**src/rtl/stopwatch_pkg.sv**
```systemverilog
// Shared types and helpers for the two-digit BCD stopwatch.
// A digit step is returned as a {next digit, carry} pair.
package stopwatch_pkg;

    typedef logic [3:0] bcd_t;

    localparam bcd_t ONES_MAX = 4'd9;
    localparam bcd_t TENS_MAX = 4'd5;

    typedef struct packed {
        bcd_t digit;
        logic carry;
    } bcd_step_t;

    // Anything at or above max rolls to zero, so a digit can never leave BCD range.
    function automatic bcd_step_t bcd_inc(input bcd_t d, input bcd_t max);
        bcd_step_t r;
        if (d >= max) begin
            r.digit = '0;
            r.carry = 1'b1;
        end else begin
            r.digit = d + 4'd1;
            r.carry = 1'b0;
        end
        return r;
    endfunction

endpackage

```
**src/rtl/stopwatch_counter_bcd_digit.sv**
```systemverilog
// One BCD digit counting 0..MAX with synchronous clear and a carry-out.
// Carry is high in the cycle the digit wraps from MAX back to zero.
module bcd_digit
    import stopwatch_pkg::*;
#(
    parameter bcd_t MAX = ONES_MAX
) (
    input  logic Clock,
    input  logic Reset,
    input  logic Clear,
    input  logic En,
    output bcd_t Q,
    output logic Carry
);

    bcd_t      q_q;
    bcd_t      q_d;
    bcd_step_t nxt;

    // NOTE: every signal written here gets a default first, so no path leaves it unassigned and no latch is inferred.
    always_comb begin
        nxt = bcd_inc(q_q, MAX);
        q_d = q_q;
        if (Clear) begin
            q_d = '0;
        end else if (En) begin
            q_d = nxt.digit;
        end
    end

    // NOTE: sequential state uses non-blocking assignments so every flop samples pre-edge values.
    always_ff @(posedge Clock) begin
        if (Reset) begin
            q_q <= '0;
        end else begin
            q_q <= q_d;
        end
    end

    assign Q     = q_q;
    assign Carry = En & nxt.carry;

endmodule

```
**src/rtl/stopwatch_counter.sv**
```systemverilog
// Two-digit BCD seconds stopwatch (00..59) on a single clock with an internal step enable.
// Optional lap-hold display freeze is built when STOPWATCH_LAP_HOLD_EN is defined.
module stopwatch_counter
    import stopwatch_pkg::*;
#(
    parameter int unsigned TICK_DIV = 50_000_000
) (
    input  logic       Clock,
    input  logic       Reset,
    input  logic       StartStop,
    input  logic       Clear,
`ifdef STOPWATCH_LAP_HOLD_EN
    input  logic       Lap,
`endif
    output logic [3:0] Ones,
    output logic [3:0] Tens,
    output logic       Running,
    output logic       Tick,
    output logic       Wrap
);

    localparam int unsigned    PW         = $clog2(TICK_DIV);
    localparam logic [PW-1:0]  PRESC_LAST = PW'(TICK_DIV - 1);

    logic          ss_meta_q, ss_sync_q, ss_prev_q;
    logic          ss_press;
    logic          running_q, running_d;
    logic [PW-1:0] presc_q, presc_d;
    logic          step;
    logic          tick_q, tick_d;
    logic          wrap_q, wrap_d;
    bcd_t          ones_live, tens_live;
    logic          ones_carry, tens_carry;

    assign ss_press = ss_sync_q & ~ss_prev_q;
    assign step     = running_q && (presc_q == PRESC_LAST);

    always_comb begin
        running_d = running_q ^ ss_press;
        presc_d   = presc_q;
        if (Clear) begin
            presc_d = '0;
        end else if (running_q) begin
            presc_d = step ? '0 : presc_q + 1'b1;
        end
        // Clear wins over a same-cycle step, so that step produces no pulses.
        tick_d = step & ~Clear;
        wrap_d = step & ~Clear & tens_carry;
    end

    always_ff @(posedge Clock) begin
        if (Reset) begin
            ss_meta_q <= 1'b0;
            ss_sync_q <= 1'b0;
            ss_prev_q <= 1'b0;
            running_q <= 1'b0;
            presc_q   <= '0;
            tick_q    <= 1'b0;
            wrap_q    <= 1'b0;
        end else begin
            ss_meta_q <= StartStop;
            ss_sync_q <= ss_meta_q;
            ss_prev_q <= ss_sync_q;
            running_q <= running_d;
            presc_q   <= presc_d;
            tick_q    <= tick_d;
            wrap_q    <= wrap_d;
        end
    end

    bcd_digit #(.MAX(ONES_MAX)) u_ones (
        .Clock (Clock),
        .Reset (Reset),
        .Clear (Clear),
        .En    (step),
        .Q     (ones_live),
        .Carry (ones_carry)
    );

    bcd_digit #(.MAX(TENS_MAX)) u_tens (
        .Clock (Clock),
        .Reset (Reset),
        .Clear (Clear),
        .En    (ones_carry),
        .Q     (tens_live),
        .Carry (tens_carry)
    );

`ifdef STOPWATCH_LAP_HOLD_EN
    logic lap_meta_q, lap_sync_q, lap_prev_q;
    logic lap_press;
    logic hold_q, hold_d;
    bcd_t lap_ones_q, lap_ones_d;
    bcd_t lap_tens_q, lap_tens_d;

    assign lap_press = lap_sync_q & ~lap_prev_q;

    always_comb begin
        hold_d     = Clear ? 1'b0 : (hold_q ^ lap_press);
        lap_ones_d = lap_ones_q;
        lap_tens_d = lap_tens_q;
        if (lap_press && !hold_q) begin
            lap_ones_d = ones_live;
            lap_tens_d = tens_live;
        end
    end

    always_ff @(posedge Clock) begin
        if (Reset) begin
            lap_meta_q <= 1'b0;
            lap_sync_q <= 1'b0;
            lap_prev_q <= 1'b0;
            hold_q     <= 1'b0;
            lap_ones_q <= '0;
            lap_tens_q <= '0;
        end else begin
            lap_meta_q <= Lap;
            lap_sync_q <= lap_meta_q;
            lap_prev_q <= lap_sync_q;
            hold_q     <= hold_d;
            lap_ones_q <= lap_ones_d;
            lap_tens_q <= lap_tens_d;
        end
    end

    assign Ones = hold_q ? lap_ones_q : ones_live;
    assign Tens = hold_q ? lap_tens_q : tens_live;
`else
    assign Ones = ones_live;
    assign Tens = tens_live;
`endif

    assign Running = running_q;
    assign Tick    = tick_q;
    assign Wrap    = wrap_q;

endmodule
```
**config.mk**
```make
export PLATFORM = sky130hd
export DESIGN_NAME = stopwatch_counter
export DESIGN_NICKNAME = d
export VERILOG_FILES = /design/src/rtl/stopwatch_pkg.sv /design/src/rtl/stopwatch_counter_bcd_digit.sv /design/src/rtl/stopwatch_counter.sv
export SDC_FILE = /design/constraint.sdc
export NUM_CORES = 1
export LEC_CHECK = 0
export BUFFER_PORTS_ARGS = -buffer_cell sky130_fd_sc_hd__buf_2
export CAP_MARGIN = 20
export CORE_MARGIN = 4
export CORE_UTILIZATION = 65
export CTS_BUF_LIST = sky130_fd_sc_hd__clkbuf_4 sky130_fd_sc_hd__clkbuf_8
export CTS_CLUSTER_SIZE = 20
export DETAILED_ROUTE_END_ITERATION = 7
export GPL_TIMING_DRIVEN = 0
export MAX_ROUTING_LAYER = met4
export PLACE_DENSITY = 0.84
export SLEW_MARGIN = 20
export SYNTH_ARGS = -nofsm -noshare
export SYNTH_HDL_FRONTEND = slang
export SYNTH_SLANG_ARGS = --single-unit
```
**constraint.sdc**
```tcl
create_clock -name Clock -period 4.8 [get_ports Clock]
set_clock_uncertainty 0.1 [all_clocks]
set_input_delay 0.48 -clock Clock [delete_from_list [all_inputs] [get_ports Clock]]
set_output_delay 0.48 -clock Clock [all_outputs]
set_load 0.05 [all_outputs]
```
==> results.py, run 1 <==
metrics = {
    "setup_path": {
        "reg2reg_slack_ps": 2470,
        "arrival_ps": 2520,
        "worstSetupPathType": "reg2reg",
        "timing.rr.start": "presc_q[13]",
        "reg2reg_depth": 6,
        "timing.rr.end": "u_tens.Q[1]",
        "setup.worst_path.start_class": "flop",
        "cp-end-kind": "flop",
        "crit_required_ps": 4990,
        "path_max_fanout": 6,
    },
    "routing": {
        "ant_nets": 0,
        "drtPass1Iterations": 4,
        "drcViolationCount": 0,
        "drt_iter0_drc": 130,
        "wl_per_cell_um": 13.9,
        "viasPerCell": 5.71,
        "drt-total-wl_um": 3580,
        "vias": 1473,
    },
    "grt": {
        "grt_pass1_wl_um": 6080,
        "grt_overflow": 0,
        "antenna_found_initial": 0,
        "track_usage_pct": 22.5,
        "grt_pass1_vias": 1454,
        "grt_max_degree": 13,
    },
    "sta": {
        "whs_ps": 251,
        "fmax_mhz": 429,
        "fin_tns_setup_ps": 0,
        "finalCritPeriodShare_pct": 48.5,
        "worst_pin_slew_ps": 902,
        "hold_viol_final": 0,
        "setup_viol": 0,
        "fin_crit_ps": 2330,
        "rsz0062_at_grt": "false",
        "relSlewSlack_pct": 39.4,
        "final_max_slew_viol_count": 0,
    },
    "cells_and_area": {
        "syn_to_final_growth_pct": 9.60,
        "antenna_cells": 0,
        "nets": 237,
        "multi_input_area_um2": 987,
        "fin_util_pct": 73.7,
        "regArea_um2": 801,
        "drive_gt1_share_pct": 15.4,
        "final-instance-count-excl-fill": 258,
        "n_fill_cell": 205,
        "fin_area_um2": 2010,
    },
    "synth": {
        "synth_edf_count": 0,
        "synth_seq_cells": 40,
        "synth_most_common_cell": "dfxtp_1",
        "yosysTopAreaCell": "dfxtp_1",
        "synthTopCellsByArea": "dfxtp_1 44%, xor2_1 9.1%, nor2_1 6.9%",
        "async_reset_ff_share_pct": 0,
        "postSynthAreaPerCell_um2": 8.97,
        "syn_inst": 205,
        "synth_top_cells_by_count": "40 x dfxtp_1, 34 x nor2_1, 19 x xor2_1, 14 x nand3_1, 13 x nand2_1",
        "yosysTopAreaCellShare_pct": 43.6,
        "ys.flop_type": "dfxtp_1",
        "syn_nets": 216,
        "synthesis.area_um2": 1840,
        "yosysUniqueCellTypes": 35,
        "yosysSeqAreaShare_pct": 43.6,
        "yosys_warnings": 0,
    },
    "place": {
        "place.gp.congestion": 0.847,
        "dpl-instance-area_um2": 1950,
        "dp_cells": 250,
        "port_buffers": 14,
        "dp_hpwl_um": 2650,
    },
    "worst_hold_path": {
        "hp-class": "in2reg",
        "hold_start": "StartStop",
        "hold_end": "ss_meta_q",
        "worstHoldPathCells": 2,
    },
    "floorplan": {
        "fp-row-count": 19,
        "core_area_um2": 2730,
        "dieWidth_um": 61.2,
        "initial_utilization_pct": 67.2,
        "die-area_um2": 3740,
        "pin_count": 15,
        "die_h_um": 61.2,
    },
    "status": {
        "status": "finished clean",
    },
    "clock_network": {
        "hold_buffers": 0,
        "clockBufferDepth": 2,
        "htreeDepth": 2,
        "clk_latency_ps": 350,
        "cts-buffers-inserted": 5,
        "cts_tree": "yes",
        "cts_num_sinks": 40,
        "postCtsSetupBuffers": 0,
        "cts-resized-gates": 0,
        "cts_root_buffer": "clkbuf_4",
        "path_clk_slew_ps": 110,
    },
    "pwr": {
        "peakVddDrop_mv": 0.212,
        "p_leak_nw": 0.785,
        "powerDensity_nw_per_um2": 261,
    },
    "run": {
        "max_cap_violations": 0,
    },
}
-- cell usage in the layout (no fill, tap or decap), drive strengths merged --
| master | count |
|---|---|
| dfxtp | 40 |
| nor2 | 34 |
| xor2 | 19 |
| buf | 19 |
| nand3 | 14 |
| nand2 | 13 |
| nand4 | 10 |
| a21oi | 9 |
| and3 | 7 |
| ha | 7 |
| clkbuf | 7 |
| xnor2 | 6 |
| inv | 5 |
| nor2b | 5 |
| nor4 | 5 |
| nand2b | 4 |
| nand3b | 4 |
| and4 | 3 |
| or2 | 2 |
| clkinv | 2 |
| o21ai | 2 |
| nand4bb | 1 |
| or4b | 1 |
| or3 | 1 |
| o31ai | 1 |
| nand4b | 1 |
| o211ai | 1 |
| nor3 | 1 |
| or4 | 1 |
| o211a | 1 |
| a21o | 1 |
-- logic make-up after synthesis --
| family | count (synthesis) | synth area share [%] |
|---|---|---|
| xor+xnor | 25 | 11.9 |
| simple gates | 107 | 31.7 |
| fa+ha+maj | 7 | 4.76 |
| buf+inv | 11 | 3.06 |
| compound gates | 15 | 4.97 |
| flops | 40 | 43.6 |
-- layout make-up --
type | count | share of cell area (%)
Clock inverter | 2 | 0.497
Multi-Input combinational cell | 154 | 49.0
Tap cell | 31 | 1.93
Inverter | 5 | 0.932
Sequential cell | 40 | 39.8
Clock buffer | 6 | 2.55
Timing Repair Buffer | 14 | 3.48
Buffer | 6 | 1.86
-- worst max path at each step --
stage | endpoint | slack, ps | startpoint | cells past startpoint
floorplan | presc_q[25] | 2470 | Running | 6
global placement | presc_q[23] | 2500 | Running | 6
detailed placement | presc_q[23] | 2390 | Running | 6
CTS | presc_q[23] | 2340 | Running | 6
global route | u_tens.Q[2] | 2260 | presc_q[0] | 6
finish | u_tens.Q[1] | 2470 | presc_q[13] | 6
-- worst max-delay path, cell delays in order (launching register included) --
cell,delay [ps]
dfxtp_1,420
and3_1,180
buf_4,140
or4b_4,490
nor4_1,620
nand3_1,150
a21oi_1,170
-- stage by stage --
step                setup slack, ps  total power [W]
finish                         2470         0.000526
detailed placement             2390         0.000357
global placement               2500         0.000356
floorplan                      2470         0.000352
global route                   2260         0.000550
CTS                            2340         0.000530
-- power by group --
| part | switching [W] | leakage [nW] | internal, W |
|---|---|---|---|
| clock network | 0.000107 | 0.0380 | 0.0000697 |
| registers | 0.000000766 | 0.323 | 0.000334 |
| logic | 0.0000101 | 0.425 | 0.00000487 |
| total | 0.000118 | 0.785 | 0.000408 |
-- flip-flops by register name, summed over array words and instances, names as in the netlist --
name,count
presc_q,26
u_ones.Q,4
u_tens.Q,4
Running,1
Tick,1
Wrap,1
ss_meta_q,1
ss_prev_q,1
ss_sync_q,1
-- routing by layer --
metal	vias up	global-route usage, %	routed length, um	part of all wire [%]
li1	745	-	-	-
met1	701	24.5	1540	43
met2	22	38.2	1850	52
met3	5	5.03	141	3.9
met4	0	11.5	49	1.4
met5	-	-	0	0
(Power assumes the default switching activity.)
==> inputs of run 2 (changes only) <==
- CORE_UTILIZATION: 65 -> 55
- PLACE_DENSITY: 0.84 -> 0.75
- clock period: 4.8 -> 2 ns (I/O delays scaled with it)
==> run 2 against run 1 <==
The run now ends with setup timing left. Setup slack got worse by 2600 ps. Largest power group unchanged. Largest cell class unchanged. Critical path type unchanged. Die area is 16% higher. Utilization is 1.9 points lower. Critical path depth down 1. Highest routed layer unchanged. First-iteration DRC count down 42%. Combinational power increased to 3.2 times the previous value. Non-clock buffer count grew 13.
==> results.py, run 2 (synthesis gave the netlist of run 1 again) <==
metrics = {
    "setup_path": {
        "worstSetupPathType": "reg2reg",
        "setup.worst_path.start_class": "flop",
        "reg2reg_slack_ps": -80,
        "worstPathCellList": "nand4_1, or4b_4, or3_4, buf_6, nor4_1",
        "path_buf_inv": 1,
        "reg2reg_depth": 5,
        "arrival_ps": 2240,
        "path_max_fanout": 5,
        "worst_path_max_delay_cell": "or4b_4",
        "path_depth": 5,
        "crit_required_ps": 2150,
        "cp-end-kind": "flop",
        "critPathTopFamily": "simple AND/OR/NAND/NOR gates",
        "timing.rr.start": "presc_q[23]",
        "timing.rr.end": "Wrap",
        "critPathMaxStageDelay_ps": 570,
        "setup.worst_path.start": "presc_q[23]",
        "critical_path.endpoint": "Wrap",
    },
    "sta": {
        "hold_viol_final": 0,
        "fin_crit_ps": 2080,
        "fmax_mhz": 480,
        "final_max_slew_viol_count": 0,
        "relSlewSlack_pct": 65.4,
        "finalCritPeriodShare_pct": 104,
        "worst_pin_slew_ps": 520,
        "setup_viol": 28,
        "fin_ws_ps": -81.2,
        "rsz0062_at_grt": "true",
        "fin_tns_setup_ps": -821,
        "whs_ps": 363,
    },
    "routing": {
        "drtPass1Iterations": 4,
        "wl_per_cell_um": 13.6,
        "drcViolationCount": 0,
        "drt_iter0_drc": 76,
        "vias": 1560,
        "drt-total-wl_um": 3860,
        "ant_nets": 0,
        "viasPerCell": 5.49,
    },
    "floorplan": {
        "initial_utilization_pct": 58.8,
        "die_h_um": 65.8,
        "die-area_um2": 4330,
        "dieWidth_um": 65.8,
        "core_area_um2": 3130,
        "pin_count": 15,
        "fp-row-count": 20,
    },
    "grt": {
        "met2_usage_pct": 36.0,
        "track_usage_pct": 20.3,
        "grt_pass1_wl_um": 6580,
        "antenna_found_initial": 0,
        "met1_usage_pct": 21.8,
        "grt-busiest-layer": "met2",
        "met3_usage_pct": 4.42,
        "grt_max_degree": 13,
        "grt_overflow": 0,
        "grt_pass1_vias": 1583,
    },
    "place": {
        "dp_cells": 263,
        "place.gp.congestion": 0.835,
        "dp_hpwl_um": 2480,
        "port_buffers": 14,
        "dpl_worst_slack_ps": -190,
    },
    "status": {
        "violations": "setup timing",
        "status": "finished with violations",
    },
    "cells_and_area": {
        "nets": 250,
        "layout_commonest_cell": "nor2_1",
        "syn_to_final_growth_pct": 22.2,
        "antenna_cells": 0,
        "largest_register_ffs": 26,
        "final-instance-count-excl-fill": 284,
        "regMostFlops": "presc_q",
        "drive_gt1_share_pct": 27.5,
        "layout_common_cells": "34 x nor2_1, 26 x dfxtp_1, 19 x xor2_1, 15 x buf_2, 14 x nand3_1",
    },
    "pwr": {
        "p_leak_nw": 0.901,
        "powerDensity_nw_per_um2": 569,
        "peakVddDrop_mv": 0.503,
    },
    "clock_network": {
        "cts_root_buffer": "clkbuf_4",
        "cts_num_sinks": 40,
        "cts-buffers-inserted": 5,
        "htreeDepth": 2,
        "cts_tree": "yes",
        "clk_latency_ps": 360,
        "path_clk_slew_ps": 120,
        "clockBufferDepth": 2,
    },
    "worst_hold_path": {
        "hp-class": "reg2reg",
    },
    "run": {
        "max_cap_violations": 0,
    },
}
[run 2: cell types whose count changed in the layout (fill, tap and decap cells not counted), moves of 2 or more]
| cell | delta |
|---|---|
| nor4_1 | -2 |
| dfxtp_1 | -14 |
| nor4_4 | +3 |
| buf_4 | +8 |
| a21oi_2 | +2 |
| dlygate4sd3_1 | +4 |
| buf_6 | +3 |
| a21oi_1 | -2 |
| dfxtp_2 | +13 |
| buf_2 | -2 |
[run 2: power breakdown]
| group | internal (W) | leakage, nW | switching [W] | total [W] |
|---|---|---|---|---|
| registers | 0.000800 | 0.330 | 0.00000173 | 0.000802 |
| logic | 0.0000201 | 0.532 | 0.0000272 | 0.0000473 |
| clock network | 0.000167 | 0.0380 | 0.000261 | 0.000428 |
[run 2: metrics by stage]
step	util [%]	area (um2)	power, W
after detailed placement	63.6	1990	0.000857
final	71.8	2250	0.00128
after global placement	63.6	1990	0.000856
after floorplan	-	1860	0.000846
after global routing	71.8	2250	0.00133
after CTS	70.1	2190	0.00128
[run 2: repair_timing]
action | CTS | global route
gates resized for setup | 17 | 8
gates cloned | 1 | 0
setup buffers | 7 | 2
endpoints found under the setup margin | 32 | 33
endpoints found under the hold margin | 4 | 1
hold buffers | 3 | 1
pin swaps | 6 | 4
[run 2: worst min path at each step]
stage | from | to | slack, ps | cells past startpoint
2_1_floorplan | Reset | Running | 160 | 1
3_3_place_gp | StartStop | ss_meta_q | 320 | 2
3_5_place_dp | StartStop | ss_meta_q | 310 | 2
4_1_cts | Clear | Wrap | 7 | 3
5_1_grt | ss_meta_q | ss_sync_q | 380 | 1
6_report | ss_meta_q | ss_sync_q | 360 | 1
[run 2: area by class of cell]
class | instances | area (um2)
buffer | 5 | 45.0
clock buffer | 6 | 51.3
clock inverter | 2 | 10.0
fill | 240 | 882
inverter | 5 | 18.8
multi-input combinational | 154 | 1060
sequential | 40 | 821
tap | 44 | 55.1
timing repair buffer | 28 | 186
[run 2: worst register-to-register path: stages (launching register included)]
cell and delay, ps:
dfxtp_1 380, nand4_1 140, or4b_4 570, or3_4 370, buf_6 140, nor4_1 280
[run 2: metal layers]
metal  vias up  routed length [um]
met4         0                  54
met1       741                1670
met2        41                1970
met3         6                 161
met5         -                   0
li1        772                   -
==> inputs of run 3 (changes only) <==
- CORE_UTILIZATION: 55 -> 30
- PLACE_DENSITY: 0.75 -> 0.45
==> run 3 against run 2 <==
The flow still finishes with violations (setup timing). Sequential power about the same. First-iteration DRC count fell by 58%. Global-route usage down 9.0 points. Setup slack better by 36 ps. Sequential cell count stayed put. Count of clock-buffer cells in the layout grew 2. Die area increased by 72%. Critical endpoint is now u_tens.Q[2].
==> results.py, run 3 (synthesis gave the netlist of run 1 again) <==
metrics = {
    "status": {
        "status": "finished with violations",
        "violations": "setup timing",
    },
    "setup_path": {
        "worstSetupPathType": "reg2reg",
        "arrival_ps": 2100,
        "timing.rr.start": "presc_q[24]",
        "crit_required_ps": 2060,
        "timing.rr.end": "u_tens.Q[2]",
        "cp-end-kind": "flop",
        "path_max_fanout": 5,
        "setup.worst_path.start_class": "flop",
        "reg2reg_slack_ps": -50,
        "setup.worst_path.start": "presc_q[24]",
        "reg2reg_depth": 5,
    },
    "clock_network": {
        "cts_root_buffer": "clkbuf_8",
        "clk_latency_ps": 290,
        "cts-buffers-inserted": 5,
        "cts_num_sinks": 40,
        "cts_tree": "yes",
        "htreeDepth": 2,
        "hold_buffers": 0,
        "clockBufferDepth": 2,
        "path_clk_slew_ps": 70,
    },
    "routing": {
        "drcViolationCount": 0,
        "top_layer": "met4",
        "ant_nets": 0,
        "drt-met1-wl_um": 1900,
        "wl_met3_um": 133,
        "wl_per_cell_um": 12.2,
        "drt_iter0_drc": 32,
        "vias": 1485,
        "wl_met2_um": 1720,
        "drtPass1Iterations": 4,
        "viasPerCell": 4.74,
        "drt-total-wl_um": 3820,
    },
    "sta": {
        "fmax_mhz": 489,
        "worst_pin_slew_ps": 689,
        "final_max_slew_viol_count": 0,
        "hold_viol_final": 0,
        "fin_ws_ps": -45.4,
        "relSlewSlack_pct": 53.8,
        "rsz0062_at_grt": "true",
        "fin_crit_ps": 2050,
        "finalCritPeriodShare_pct": 102,
        "setup_viol": 4,
    },
    "pwr": {
        "switching_power_w": 0.000300,
        "peakVddDrop_mv": 0.397,
        "seqPwrFrac_pct": 56.1,
        "p_leak_nw": 0.910,
        "cellInternalPower_w": 0.00112,
        "powerDensity_nw_per_um2": 616,
        "clock_power_share_pct": 40.7,
        "pwr-share-comb_pct": 3.2,
        "p_sw_share_pct": 21.1,
    },
    "place": {
        "place.gp.congestion": 0.732,
        "port_buffers": 14,
        "dpl_worst_slack_ps": -260,
        "dpl-instance-area_um2": 2030,
        "dp_hpwl_um": 2540,
    },
    "worst_hold_path": {
        "hold_end": "ss_meta_q",
        "hp-class": "in2reg",
        "hold_start": "StartStop",
        "worstHoldPathCells": 2,
    },
    "grt": {
        "grt_pass1_vias": 1406,
        "track_usage_pct": 11.4,
        "grt_overflow": 0,
        "grt_max_degree": 12,
        "grt_pass1_wl_um": 6460,
        "antenna_found_initial": 0,
    },
    "cells_and_area": {
        "fin_area_um2": 2310,
        "regMostFlops": "presc_q",
        "layout_commonest_cell": "nor2_1",
        "nets": 248,
        "layout_common_cells": "34 x nor2_1, 25 x dfxtp_1, 19 x xor2_1, 14 x nand3_1, 14 x buf_2",
        "antenna_cells": 0,
        "drive_gt1_share_pct": 29.4,
        "syn_to_final_growth_pct": 25.9,
        "largest_register_ffs": 26,
    },
    "floorplan": {
        "core_area_um2": 5920,
        "dieWidth_um": 86.3,
        "die-area_um2": 7440,
        "initial_utilization_pct": 31.0,
        "fp-row-count": 28,
        "pin_count": 15,
        "die_h_um": 86.3,
    },
    "run": {
        "max_cap_violations": 0,
    },
}
==> run 3: cell types whose count changed in the layout (fill, tap and decap cells not counted), sizes merged <==
cell	before	now
buf	28	30
clkbuf	7	9
clkinv	2	0
dlygate4sd3	4	0
==> run 3: worst max-delay path, stage by stage, from the launching register on <==
cell      delay (ps)
dfxtp_1          330
nand3b_1         160
or4b_4           570
or4_4            550
o21ai_2          150
a21oi_1           60
==> run 3: area by class of cell <==
cell class | instances | area, um2
tap | 75 | 93.8
multi-input combinational | 154 | 1060
buffer | 5 | 52.6
inverter | 5 | 18.8
fill | 615 | 3610
sequential | 40 | 825
timing repair buffer | 26 | 168
clock buffer | 8 | 97.6
==> run 3: metrics by stage <==
stage | TNS (ps) | util (%) | hold WS [ps] | total power, W | instances
after floorplan | -30.8 | - | 163 | 0.000846 | 205
after global placement | -6480 | 34.3 | 314 | 0.000859 | 294
after detailed placement | -6210 | 34.3 | 314 | 0.000859 | 294
after CTS | -295 | 38.3 | 6.97 | 0.00145 | 311
after global routing | -1570 | 39.1 | 43.0 | 0.00149 | 313
final | -111 | 39.1 | 17.0 | 0.00143 | 313
==> run 3: timing repair <==
action                                  4_1_cts  5_1_grt
cloned                                        1        0
gates resized for setup                      21       11
endpoints found under the setup margin       33       33
pin swaps                                     6        6
buffers inserted                              8        3
==> run 3: power groups by stage <==
stage	Sequential [W]	Clock, W	Combinational (W)
after detailed placement	0.000820	0	0.0000394
after floorplan	0.000824	0	0.0000221
after global routing	0.000800	0.000637	0.0000506
after global placement	0.000820	0	0.0000395
final	0.000800	0.000580	0.0000452
after CTS	0.000801	0.000604	0.0000428
==> run 3: worst max path at each step <==
stage	endpoint	slack (ps)	cells after the start
2_1_floorplan	u_tens.Q[2]	-30	6
3_3_place_gp	u_tens.Q[3]	-280	5
3_5_place_dp	presc_q[9]	-260	6
4_1_cts	u_tens.Q[2]	-80	6
5_1_grt	u_ones.Q[2]	-140	6
6_report	u_tens.Q[2]	-50	5
==> run 3: per-layer routing <==
metal  up-vias  track usage, %
li1        766               -
met1       697            14.3
met2        15            17.2
met3         7            3.14
met4         0            4.67
met5         -               -
